### src/rtl/product_accumulator_if.sv
// Handshake bundle for product_accumulator: run control, product input stream and result output stream.
// slave = accumulator side, master = producer/sink side.
interface product_accumulator_if #(
    parameter int PROD_WIDTH  = 16,
    parameter int ACC_WIDTH   = 24,
    parameter int COUNT_WIDTH = 8
);
    logic                   start;
    logic [COUNT_WIDTH-1:0] length;
    logic                   prod_valid;
    logic                   prod_ready;
    logic [PROD_WIDTH-1:0]  product;
    logic                   acc_valid;
    logic                   acc_ready;
    logic [ACC_WIDTH-1:0]   acc_out;
    logic                   overflow;
    logic                   busy;

    modport slave (
        input  start, length, prod_valid, product, acc_ready,
        output prod_ready, acc_valid, acc_out, overflow, busy
    );

    modport master (
        output start, length, prod_valid, product, acc_ready,
        input  prod_ready, acc_valid, acc_out, overflow, busy
    );
endinterface

### src/rtl/product_accumulator.sv
// Sums a run of unsigned products into a wide accumulator and hands the sum out over valid/ready.
// PRODUCT_ACCUMULATOR_SATURATE_EN: clamp to all-ones on carry instead of wrapping.
//
// state | meaning
// IDLE  | waiting for start; result of previous run still on acc_out
// ACCUM | accepting products until the run-length down-counter expires
// HOLD  | final sum presented on acc_out until the sink takes it
module product_accumulator #(
    parameter int PROD_WIDTH  = 16,
    parameter int ACC_WIDTH   = 24,
    parameter int COUNT_WIDTH = 8
) (
    input  logic clk,
    input  logic rst_n,
    product_accumulator_if.slave bus
);

    typedef enum logic [1:0] {IDLE, ACCUM, HOLD} state_t;

    state_t                 state, state_nxt;
    logic [ACC_WIDTH-1:0]   acc, acc_nxt;
    logic                   ovf, ovf_nxt;
    logic [COUNT_WIDTH-1:0] remaining, remaining_nxt;
    logic [ACC_WIDTH:0]     prod_ext;
    logic [ACC_WIDTH:0]     sum;
    logic                   handshake;

    assign prod_ext  = {{(ACC_WIDTH + 1 - PROD_WIDTH){1'b0}}, bus.product};
    assign sum       = {1'b0, acc} + prod_ext;
    assign handshake = bus.prod_valid && (state == ACCUM);

    always_ff @(posedge clk or negedge rst_n) begin
        if (!rst_n) begin
            state     <= IDLE;
            acc       <= '0;
            ovf       <= 1'b0;
            remaining <= '0;
        end else begin
            state     <= state_nxt;
            acc       <= acc_nxt;
            ovf       <= ovf_nxt;
            remaining <= remaining_nxt;
        end
    end

    always_comb begin
        state_nxt     = state;
        acc_nxt       = acc;
        ovf_nxt       = ovf;
        remaining_nxt = remaining;
        case (state)
            IDLE: begin
                if (bus.start) begin
                    acc_nxt       = '0;
                    ovf_nxt       = 1'b0;
                    remaining_nxt = bus.length;
                    state_nxt     = (bus.length == '0) ? HOLD : ACCUM;
                end
            end
            ACCUM: begin
                if (handshake) begin
                    remaining_nxt = remaining - COUNT_WIDTH'(1);
                    if (sum[ACC_WIDTH])
                        ovf_nxt = 1'b1;
`ifdef PRODUCT_ACCUMULATOR_SATURATE_EN
                    // once clamped, later products must not pull the sum back down
                    acc_nxt = (sum[ACC_WIDTH] || ovf) ? '1 : sum[ACC_WIDTH-1:0];
`else
                    acc_nxt = sum[ACC_WIDTH-1:0];
`endif
                    if (remaining == COUNT_WIDTH'(1))
                        state_nxt = HOLD;
                end
            end
            HOLD: begin
                if (bus.acc_ready)
                    state_nxt = IDLE;
            end
            default: state_nxt = IDLE;
        endcase
    end

    assign bus.prod_ready = (state == ACCUM);
    assign bus.acc_valid  = (state == HOLD);
    assign bus.busy       = (state == ACCUM) || (state == HOLD);
    assign bus.acc_out    = acc;
    assign bus.overflow   = ovf;

endmodule

### src/flat_wrapper.sv
// flat-port wrapper written by rule: the top's interface ports become plain ports
module product_accumulator_flat 
#(
    parameter int PROD_WIDTH  = 16,
    parameter int ACC_WIDTH   = 24,
    parameter int COUNT_WIDTH = 8
)
  (clk, rst_n, bus_start, bus_length, bus_prod_valid, bus_product, bus_acc_ready, bus_prod_ready, bus_acc_valid, bus_acc_out, bus_overflow, bus_busy);
  product_accumulator_if #(.PROD_WIDTH(PROD_WIDTH), .ACC_WIDTH(ACC_WIDTH), .COUNT_WIDTH(COUNT_WIDTH)) bus_i ();
  input  logic clk;
  input  logic rst_n;
  input wire logic [$bits(bus_i.start)-1:0] bus_start;
  input wire logic [$bits(bus_i.length)-1:0] bus_length;
  input wire logic [$bits(bus_i.prod_valid)-1:0] bus_prod_valid;
  input wire logic [$bits(bus_i.product)-1:0] bus_product;
  input wire logic [$bits(bus_i.acc_ready)-1:0] bus_acc_ready;
  output wire logic [$bits(bus_i.prod_ready)-1:0] bus_prod_ready;
  output wire logic [$bits(bus_i.acc_valid)-1:0] bus_acc_valid;
  output wire logic [$bits(bus_i.acc_out)-1:0] bus_acc_out;
  output wire logic [$bits(bus_i.overflow)-1:0] bus_overflow;
  output wire logic [$bits(bus_i.busy)-1:0] bus_busy;
  assign bus_i.start = bus_start;
  assign bus_i.length = bus_length;
  assign bus_i.prod_valid = bus_prod_valid;
  assign bus_i.product = bus_product;
  assign bus_i.acc_ready = bus_acc_ready;
  assign bus_prod_ready = bus_i.prod_ready;
  assign bus_acc_valid = bus_i.acc_valid;
  assign bus_acc_out = bus_i.acc_out;
  assign bus_overflow = bus_i.overflow;
  assign bus_busy = bus_i.busy;
  product_accumulator #(.PROD_WIDTH(PROD_WIDTH), .ACC_WIDTH(ACC_WIDTH), .COUNT_WIDTH(COUNT_WIDTH)) u_core (.clk(clk), .rst_n(rst_n), .bus(bus_i));
endmodule
### config.mk
export PLATFORM = sky130hd
export DESIGN_NAME = product_accumulator_flat
export DESIGN_NICKNAME = d
export VERILOG_FILES = /design/src/rtl/product_accumulator_if.sv /design/src/rtl/product_accumulator.sv /design/src/flat_wrapper.sv
export SDC_FILE = /design/constraint.sdc
export NUM_CORES = 1
export LEC_CHECK = 0
export ABC_AREA = 1
export BUFFER_PORTS_ARGS = -buffer_cell sky130_fd_sc_hd__buf_2
export CAP_MARGIN = 10
export CELL_PAD_IN_SITES_DETAIL_PLACEMENT = 0
export CELL_PAD_IN_SITES_GLOBAL_PLACEMENT = 1
export CORE_ASPECT_RATIO = 1.75
export CORE_MARGIN = 3
export CORE_UTILIZATION = 42
export DETAILED_ROUTE_END_ITERATION = 10
export PLACE_DENSITY = 0.88
export SLEW_MARGIN = 20
export SYNTH_ARGS = -nofsm -noshare
export SYNTH_HDL_FRONTEND = slang
export SYNTH_SLANG_ARGS = --single-unit
export TNS_END_PERCENT = 5
### constraint.sdc
create_clock -name clk -period 3.7 [get_ports clk]
set_clock_uncertainty 0.1 [all_clocks]
set_input_delay 0.37 -clock clk [delete_from_list [all_inputs] [get_ports clk]]
set_output_delay 0.37 -clock clk [all_outputs]
set_load 0.03 [all_outputs]
# Word level (Yosys, flattened, before mapping)
# Cells that the tools add are included.
[totals] regBits=35 wordCells=38
[op_classes] n_eq_ne=8 n_reduce_logical=8 muxes=16 n_addsub=2
[op_table] cell="24-bit 2-to-1 mux" n=2
[op_table] cell="24-bit case mux with 2 select lines" n=1
[op_table] cell="24-bit by 16-bit adder with 25-bit output" n=1
[op_table] cell="8-bit 2-to-1 mux" n=2
[op_table] cell="8-bit case mux with 2 select lines" n=1
[op_table] cell="2-bit 2-to-1 mux" n=5
[op_table] cell="8-bit by 1-bit == test with 1-bit output, second input constant" n=1
[op_table] cell="8-bit zero test" n=1
[op_table] cell="4-bit AND reduction" n=2
[op_table] cell="8-bit by 1-bit subtractor with 8-bit output, second input constant" n=1
[op_table] cell="2-bit by 1-bit != test with 1-bit output, second input constant" n=3
[op_table] cell="2-bit case mux with 3 select lines" n=1
[op_table] cell="2-bit != test, second input constant" n=2
[op_table] cell="1-bit 2-to-1 mux" n=3
[op_table] cell="3-bit AND reduction" n=1
[op_table] cell="2-bit by 1-bit == test with 1-bit output, second input constant" n=1
[op_table] cell="2-bit == test, second input constant" n=1
[op_table] cell="2-bit zero test" n=1
[op_table] cell="1-bit case mux with 2 select lines" n=1
[op_table] cell="2-bit nonzero test" n=1
[op_table] cell="1-bit logical AND" n=1
[op_table] cell="1-bit logical OR" n=1

# Depth between registers and ports, before layout
# Gate-level depths: netlist of run 1.
[logic_depth] depth_word=4 depth_mapped=13 ltp_nobuf=13

# Least setup slack after synthesis of run 1
# No wires, ideal clock.
[synth_timing] path_type="register -> register" start="register u_core.acc[0], in the netlist u_core.bus.acc_out[0]" end="register u_core.acc[20], in the netlist u_core.bus.acc_out[20]" synth_period_minus_slack_ps=2044 setup_ps=120 path_slack_ps=1656 arrival_time_ps=1823 stages_incl_launch_ff=11 cell_sequence="dfrtp_1 -> ha_1 -> fa_1 -> nand2_1 -> nand3_1 -> nand4_1 -> nand2_1 -> nand2_1 -> nand2_1 -> a21oi_1 -> nor2_1"
[synth_between] elab_chain_cells=3
[synth_rtl] element="start, declared" line="product_accumulator.sv:21" text="logic [ACC_WIDTH-1:0] acc, acc_nxt;"
[synth_rtl] element="start signal, assigned" line="product_accumulator.sv:40" text="acc <= acc_nxt;"
[synth_rtl] element="24-bit by 16-bit adder with 25-bit output" line="product_accumulator.sv:29" text="assign sum = {1'b0, acc} + prod_ext;"
[synth_rtl] element="24-bit 2-to-1 mux" line="product_accumulator.sv:61" text="if (handshake) begin"
[synth_rtl] element="24-bit case mux with 2 select lines" line="product_accumulator.sv:51" text="case (state)"
# No other way between the ends. The select of a mux whose other input is x is not followed.
# A chain may end at the register's enable or synchronous reset.

# Worst setup path after layout of run 1
[layout_timing] start="register u_core.state[1]" end="register u_core.ovf, in the netlist u_core.bus.overflow"
[layout_between] elab_chain_cells=4 elab_cells_between_ends=9
[layout_rtl] element="start, declared" line="product_accumulator.sv:20" text="state_t state, state_nxt;"
[layout_rtl] element="start signal, assigned" line="product_accumulator.sv:39" text="state <= state_nxt;"
[layout_rtl] element="2-bit by 1-bit == test with 1-bit output" line="product_accumulator.sv:30, product_accumulator.sv:51"
[layout_rtl] element="1-bit logical AND" line="product_accumulator.sv:30" text="assign handshake = bus.prod_valid && (state == ACCUM);"
[layout_rtl] element="2-bit by 1-bit != test with 1-bit output (no source line)"
[layout_rtl] element="4-bit AND reduction (no source line)"
[layout_rtl] element="end signal, assigned" line="product_accumulator.sv:41" text="ovf <= ovf_nxt;"
[layout_rtl] element="end, declared" line="product_accumulator.sv:22" text="logic ovf, ovf_nxt;"
# Several ways; a longest one is shown, not always the timed one.

==> results of run 1 <==
layout by cell type, fill, tap and decap left out, drive strengths merged, types with 2 or more instances in the layout:
master | Yosys | layout
o22ai | 2 | 2
a21oi | 29 | 29
clkbuf | 1 | 5
dfrtp | 35 | 35
a31oi | 2 | 2
nor3 | 5 | 5
o21ai | 32 | 32
clkinvlp | 0 | 2
nor2 | 49 | 49
ha | 21 | 21
nand2 | 137 | 137
and2 | 2 | 2
nand3b | 3 | 3
o211ai | 3 | 3
buf | 5 | 56
a22o | 2 | 2
nor4 | 2 | 2
inv | 54 | 54
xor2 | 2 | 2
nand3 | 24 | 24
o31ai | 2 | 2
logic make-up after synthesis:
logic type | count (synthesis) | share of synthesized area [%]
AOI/OAI and AO/OA | 77 | 15.8
DFF | 35 | 31.1
xor gates and xnor gates | 2 | 0.621
buffers and inverters | 60 | 9.36
and+or+nand+nor | 224 | 33.1
adders and majority gates | 22 | 10.0
worst max-delay path, stage by stage, from the launching register on:
cell and delay (ps):
dfrtp_1 400, inv_1 90, ha_1 670, inv_4 120, o21ai_2 160, inv_2 80, o21ai_4 240, inv_4 230
nand2_2 220, a21boi_1 190
power groups by stage:
stage                     Sequential, mW  Combinational [mW]  Clock [mW]
after floorplan                    0.709                1.06           0
after global placement             0.597                1.44           0
after detailed placement           0.602                1.46           0
after CTS                          0.594                1.47       0.306
after global routing               0.614                1.65       0.312
final                              0.593                1.44       0.298
area by class of cell:
cell class,instances,share of cell area [%]
clock buffer,5,2.13
multi-input combinational,325,52.0
sequential,35,27.1
timing repair buffer,56,8.67
inverter,54,6.42
clock inverter,3,0.619
tap,80,3.10
path summary, 6_finish.rpt:
check                                 startpoint                     to  slack [ps]  cells after the start
max in group asynchronous                  rst_n    u_core.bus.overflow        2910                      1
setup reg to reg                 u_core.state[1]    u_core.bus.overflow        1120                      9
min in group clk                   bus_length[1]    u_core.remaining[1]         240                      3
hold / removal                             rst_n  u_core.bus.acc_out[5]          60                      1
hold reg to reg            u_core.bus.acc_out[8]  u_core.bus.acc_out[8]         410                      2
setup / recovery                 u_core.state[1]    u_core.bus.overflow        1120                      9
flip-flops by register name, summed over array words and instances, names as in the netlist:
register	count
u_core.state	2
u_core.bus.acc_out	24
u_core.remaining	8
u_core.bus.overflow	1
routing by layer:
layer  GRT usage, %  up-vias
li1               -     1480
met5              0        -
met3           3.05       17
met4           9.43        0
met2           38.5       58
met1           22.1     1341
through the flow:
step	util [%]	hold slack, ps	power [mW]	cells	area, um2
global placement	49.4	387	2.04	550	3140
finish	50.7	64.0	2.34	558	3230
floorplan	-	-25.6	1.77	420	2820
detailed placement	49.4	393	2.06	550	3140
global route	50.7	137	2.57	558	3230
CTS	50.7	89.1	2.37	558	3230
==> reports/results.ini, run 1 <==
[drt]
drt-total-wl_um = 7420
met1Wirelength_um = 2930
route.detailed.drc = 0
dr.first_iter.drc_count = 110
top_layer_used = met4
vias = 2896
via_per_inst = 5.19
ant_nets = 0
wl_per_cell_um = 13.3
first_pass_iters = 4
met2_length_um = 4030
dr_wl_met3_um = 230

[floorplanning]
fp.dieW_um = 67.9
dieArea_mm2 = 0.00777
core_area_mm2 = 0.00637
rows = 38
ios = 57
fp.dieH_um = 114
start_util_pct = 44.3

[timing]
period_needed_ps = 2580
setup_viol = 0
tightestPinTransition_ps = 832
maxSlewViolCount = 0
grt_setup_unrepaired = no
setup_slack_ps = 1120
fin_setup_tns_ps = 0
fmax_mhz = 387
max_slew_margin_pct = 44.5
hold_violations = 0
period_share_pct = 69.8

[clock_tree]
cts_root_buf = clkbuf_8
ctsResizeCount = 0
ctsHoldBuffers = 0
clockBufferDepth = 2
cts_tree = built
h-tree-depth = 2
cts-buffers-inserted = 5
path_clk_slew_ps = 80
cts_sinks = 35
postCtsSetupBuffers = 0
clock_latency_ps = 300

[yosys]
avgSynthCellArea_um2 = 6.71
synth_top_cell_by_area = dfrtp_1
yosys-top-cells-count = 134 x nand2_1, 50 x inv_1, 46 x nor2_1, 35 x dfrtp_1, 29 x a21oi_1
synth.yosys.seq_area_share_pct = 31.1
synth.area.top_cells = dfrtp_1 31%, nand2_1 18%, ha_1 9.3%
yosysUniqueCellTypes = 39
synth_flop_cell = dfrtp_1
synth_nets = 471
netlist_instances = 420
mappedNetlistArea_mm2 = 0.00282
async_flop_share_pct = 100
yosys_warnings = 0
synth_edf_count = 0
synth_seq_cells = 35
synth.top_cell.area_share_pct = 31.1
yosysMostFrequentCell = nand2_1

[power_and_ir_drop]
power-per-cell-area_mw_per_mm2 = 722
pwr-share-seq_pct = 25.4
leakage_nw = 1.78
clkPwrFrac_pct = 12.7
netSwitchingPower_mw = 1.25
power.internal_mw = 1.08
switching_share_pct = 53.7
power_frac_comb_pct = 61.9
vdd_drop_max_mv = 0.615

[critical_path]
critPathKind = flip-flop to flip-flop
cp-start-kind = flip-flop
worstPathArrival_ps = 2700
crit_path_end_kind = flip-flop
cp_data_required_time_ps = 3820
worstPathMaxFanout = 25

[placed_design]
port_buffers = 56
dpl.hpwl_um = 5910
place_congestion = 0.837
pre_cts_ws_ps = 1080

[outcome]
outcome = completed

[cells_and_area]
multiInputGateArea_mm2 = 0.00168
antenna_cells = 0
drive_gt1_share_pct = 16.9
syn_to_final_growth_pct = 14.6
num-fill-cells = 705
seq_area_um2 = 876
final_net_count = 528

[flow_run]
maxCapViolCount = 0

[grt]
grt_pass1_wl_um = 12400
grt_max_degree = 36
grt_overflow_total = 0
grt_antenna_before_repair = 0
track_usage_pct = 20.8
grt_pass1_vias = 2843

[worst_hold_path]
min_path_type = primary input to async pin

Note: power is estimated with default switching activity, not from simulation.
==> run 2: changes to the inputs <==
- CORE_UTILIZATION: 42 -> 39
- PLACE_DENSITY: 0.88 -> 0.82
- clock period: 3.7 -> 2.5 ns (I/O delays scaled with it)
==> run 2 against run 1 <==
The run now ends with negative hold slack left. Sequential power increased by 49%. Die area increased by 7.1%. Cell count increased by 1.1%. Via count decreased by 0.83%. Critical path depth increased by 1. Count of clock-buffer cells in the layout increased by 1. Power increased by 59%. Fmax increased by 21%. Non-clock buffer count increased by 2. Critical path type unchanged. Largest cell class unchanged.
==> reports/results.ini, run 2 (synthesized netlist as in run 1, its figures left out) <==
[critical_path]
cp-start-kind = flip-flop
worstPathMaxFanout = 5  ; -80%
cp_common_cell = nand2_1
cp_cell_sequence = ha_1, fa_1, nand2_1, nand3_1, nand4_1, nand2_1, nand2_1, nand2_1, a21oi_1, nor2_1
cp_data_required_time_ps = 2580  ; -1240 ps
slowest_stage = fa_1
crit_buf_inv = 0  ; -4
crit_path_end_kind = flip-flop
crit_family = simple AND/OR/NAND/NOR gates
cp_slowest_stage_delay_ps = 420  ; -250 ps
worstPathArrival_ps = 2200  ; -500 ps
critPathKind = flip-flop to flip-flop

[drt]
via_per_inst = 5.09  ; -1.9%
dr_wl_met3_um = 313  ; +36%
dr.first_iter.drc_count = 131  ; +19%
route.detailed.drc = 0  ; unchanged
first_pass_iters = 4  ; unchanged
met2_length_um = 4290  ; +6.2%
met1Wirelength_um = 2980  ; +1.7%
vias = 2872  ; -0.83%
wl_per_cell_um = 13.9  ; +4.8%
ant_nets = 0  ; unchanged
drt-total-wl_um = 7860  ; +5.9%
top_layer_used = met4

[timing]
fmax_mhz = 470  ; +21%
holdWs_ps = -28.0  ; -92.0 ps
tightestPinTransition_ps = 849  ; +16.9 ps
maxSlewViolCount = 0  ; unchanged
period_needed_ps = 2130  ; -456 ps
period_share_pct = 85.0  ; +15 points
setup_slack_ps = 374  ; -744 ps
hold_violations = 35  ; +35
fin_setup_tns_ps = 0  ; unchanged
setup_viol = 0  ; unchanged
grt_setup_unrepaired = no
max_slew_margin_pct = 43.4  ; -1.1 points

[floorplanning]
start_util_pct = 40.5  ; -3.7 points
fp.dieW_um = 70.3  ; +3.4%
rows = 40  ; +5.3%
core_area_mm2 = 0.00696  ; +9.2%
ios = 57  ; unchanged
dieArea_mm2 = 0.00833  ; +7.1%
fp.dieH_um = 118  ; +3.6%

[clock_tree]
cts_tree = built
h-tree-depth = 2  ; unchanged
clockBufferDepth = 2  ; unchanged
cts_root_buf = clkbuf_16
path_clk_slew_ps = 60  ; -20 ps
clock_latency_ps = 290  ; about the same
cts-buffers-inserted = 5  ; unchanged
cts_sinks = 35  ; unchanged
ctsHoldBuffers = 0  ; unchanged
ctsResizeCount = 0  ; unchanged
postCtsSetupBuffers = 0  ; unchanged

[cells_and_area]
final_net_count = 530  ; +0.38%
post-route-cell-area_mm2 = 0.00331  ; +2.2%
antenna_cells = 0  ; unchanged
final_common_cell = nand2_1
layout_common_cells = 134 x nand2_1, 56 x buf_2, 50 x inv_1
syn_to_final_growth_pct = 17.2
largest_register_ffs = 24  ; unchanged
final_util_pct = 47.5  ; -3.2 points
drive_gt1_share_pct = 17.1  ; +0.14 points

[placed_design]
port_buffers = 56  ; unchanged
placed_area_mm2 = 0.00316  ; +0.64%
place_congestion = 0.834  ; -0.35%
dpl.hpwl_um = 6310  ; +6.8%
pre_cts_ws_ps = 408  ; -676 ps

[flow_run]
maxCapViolCount = 0  ; unchanged

[grt]
grt_max_degree = 36  ; unchanged
grt_antenna_before_repair = 0  ; unchanged
grt_pass1_wl_um = 13600  ; +9.0%
grt_overflow_total = 0  ; unchanged
track_usage_pct = 20.3  ; -0.52 points
grt_pass1_vias = 2960  ; +4.1%

[power_and_ir_drop]
leakage_nw = 1.82  ; +2.1%
clkPwrFrac_pct = 16.8  ; +4.1 points
netSwitchingPower_mw = 1.92  ; +53%
power_frac_comb_pct = 59.5  ; -2.4 points
power.internal_mw = 1.80  ; +66%
pwr-share-seq_pct = 23.7  ; -1.7 points
power-per-cell-area_mw_per_mm2 = 1130  ; +56%
switching_share_pct = 51.6  ; -2.1 points
vdd_drop_max_mv = 0.825  ; +34%

[outcome]
violations = negative hold slack
outcome = finished, violations left

[worst_hold_path]
min_path_type = primary input to async pin

[run 2: cell count changes in the layout (fill, tap and decap cells not counted), sizes merged]
cell | before | now
buf | 56 | 58
clkbuf | 5 | 6
clkinvlp | 2 | 1
[run 2: power by group through the flow]
stage | registers, mW | clock network, mW | logic, mW
final | 0.882 | 0.626 | 2.21
after detailed placement | 0.893 | 0 | 2.22
after global placement | 0.887 | 0 | 2.20
after CTS | 0.884 | 0.639 | 2.23
after global routing | 0.909 | 0.665 | 2.53
after floorplan | 1.05 | 0 | 1.57
[run 2: stage by stage]
stage | total power [mW] | hold WS [ps] | cells
after floorplan | 2.61 | -146 | 420
after global placement | 3.08 | 312 | 556
after detailed placement | 3.12 | 310 | 556
after CTS | 3.75 | 7.33 | 564
after global routing | 4.10 | 31.7 | 564
final | 3.72 | -28.0 | 564
[run 2: layer usage]
layer	global-route usage (%)	up-vias
li1	-	1484
met1	21.5	1308
met2	38.0	60
met3	3.40	20
met4	8.99	0
met5	0	-
[run 2: final timing paths]
kind | end | depth (start not counted) | slack (ps) | startpoint
min in group clk | u_core.remaining[5] | 3 | 120 | bus_length[5]
min | u_core.bus.acc_out[18] | 1 | -30 | rst_n
max reg2reg | u_core.bus.acc_out[20] | 10 | 370 | u_core.bus.acc_out[0]
max in group asynchronous | u_core.bus.acc_out[10] | 1 | 1790 | rst_n
max | u_core.bus.acc_out[20] | 10 | 370 | u_core.bus.acc_out[0]
min reg2reg | u_core.bus.acc_out[9] | 2 | 410 | u_core.bus.acc_out[9]
[run 2: area by class of cell]
type                    instances  area [um2]
fillers                       759        3650
multi-input cells             325        1680
flip-flops and latches         35         876
repair buffers                 58         295
inverters                      54         208
clock buffers                   6         129
well taps                      84         105
clock inverters                 2        12.5
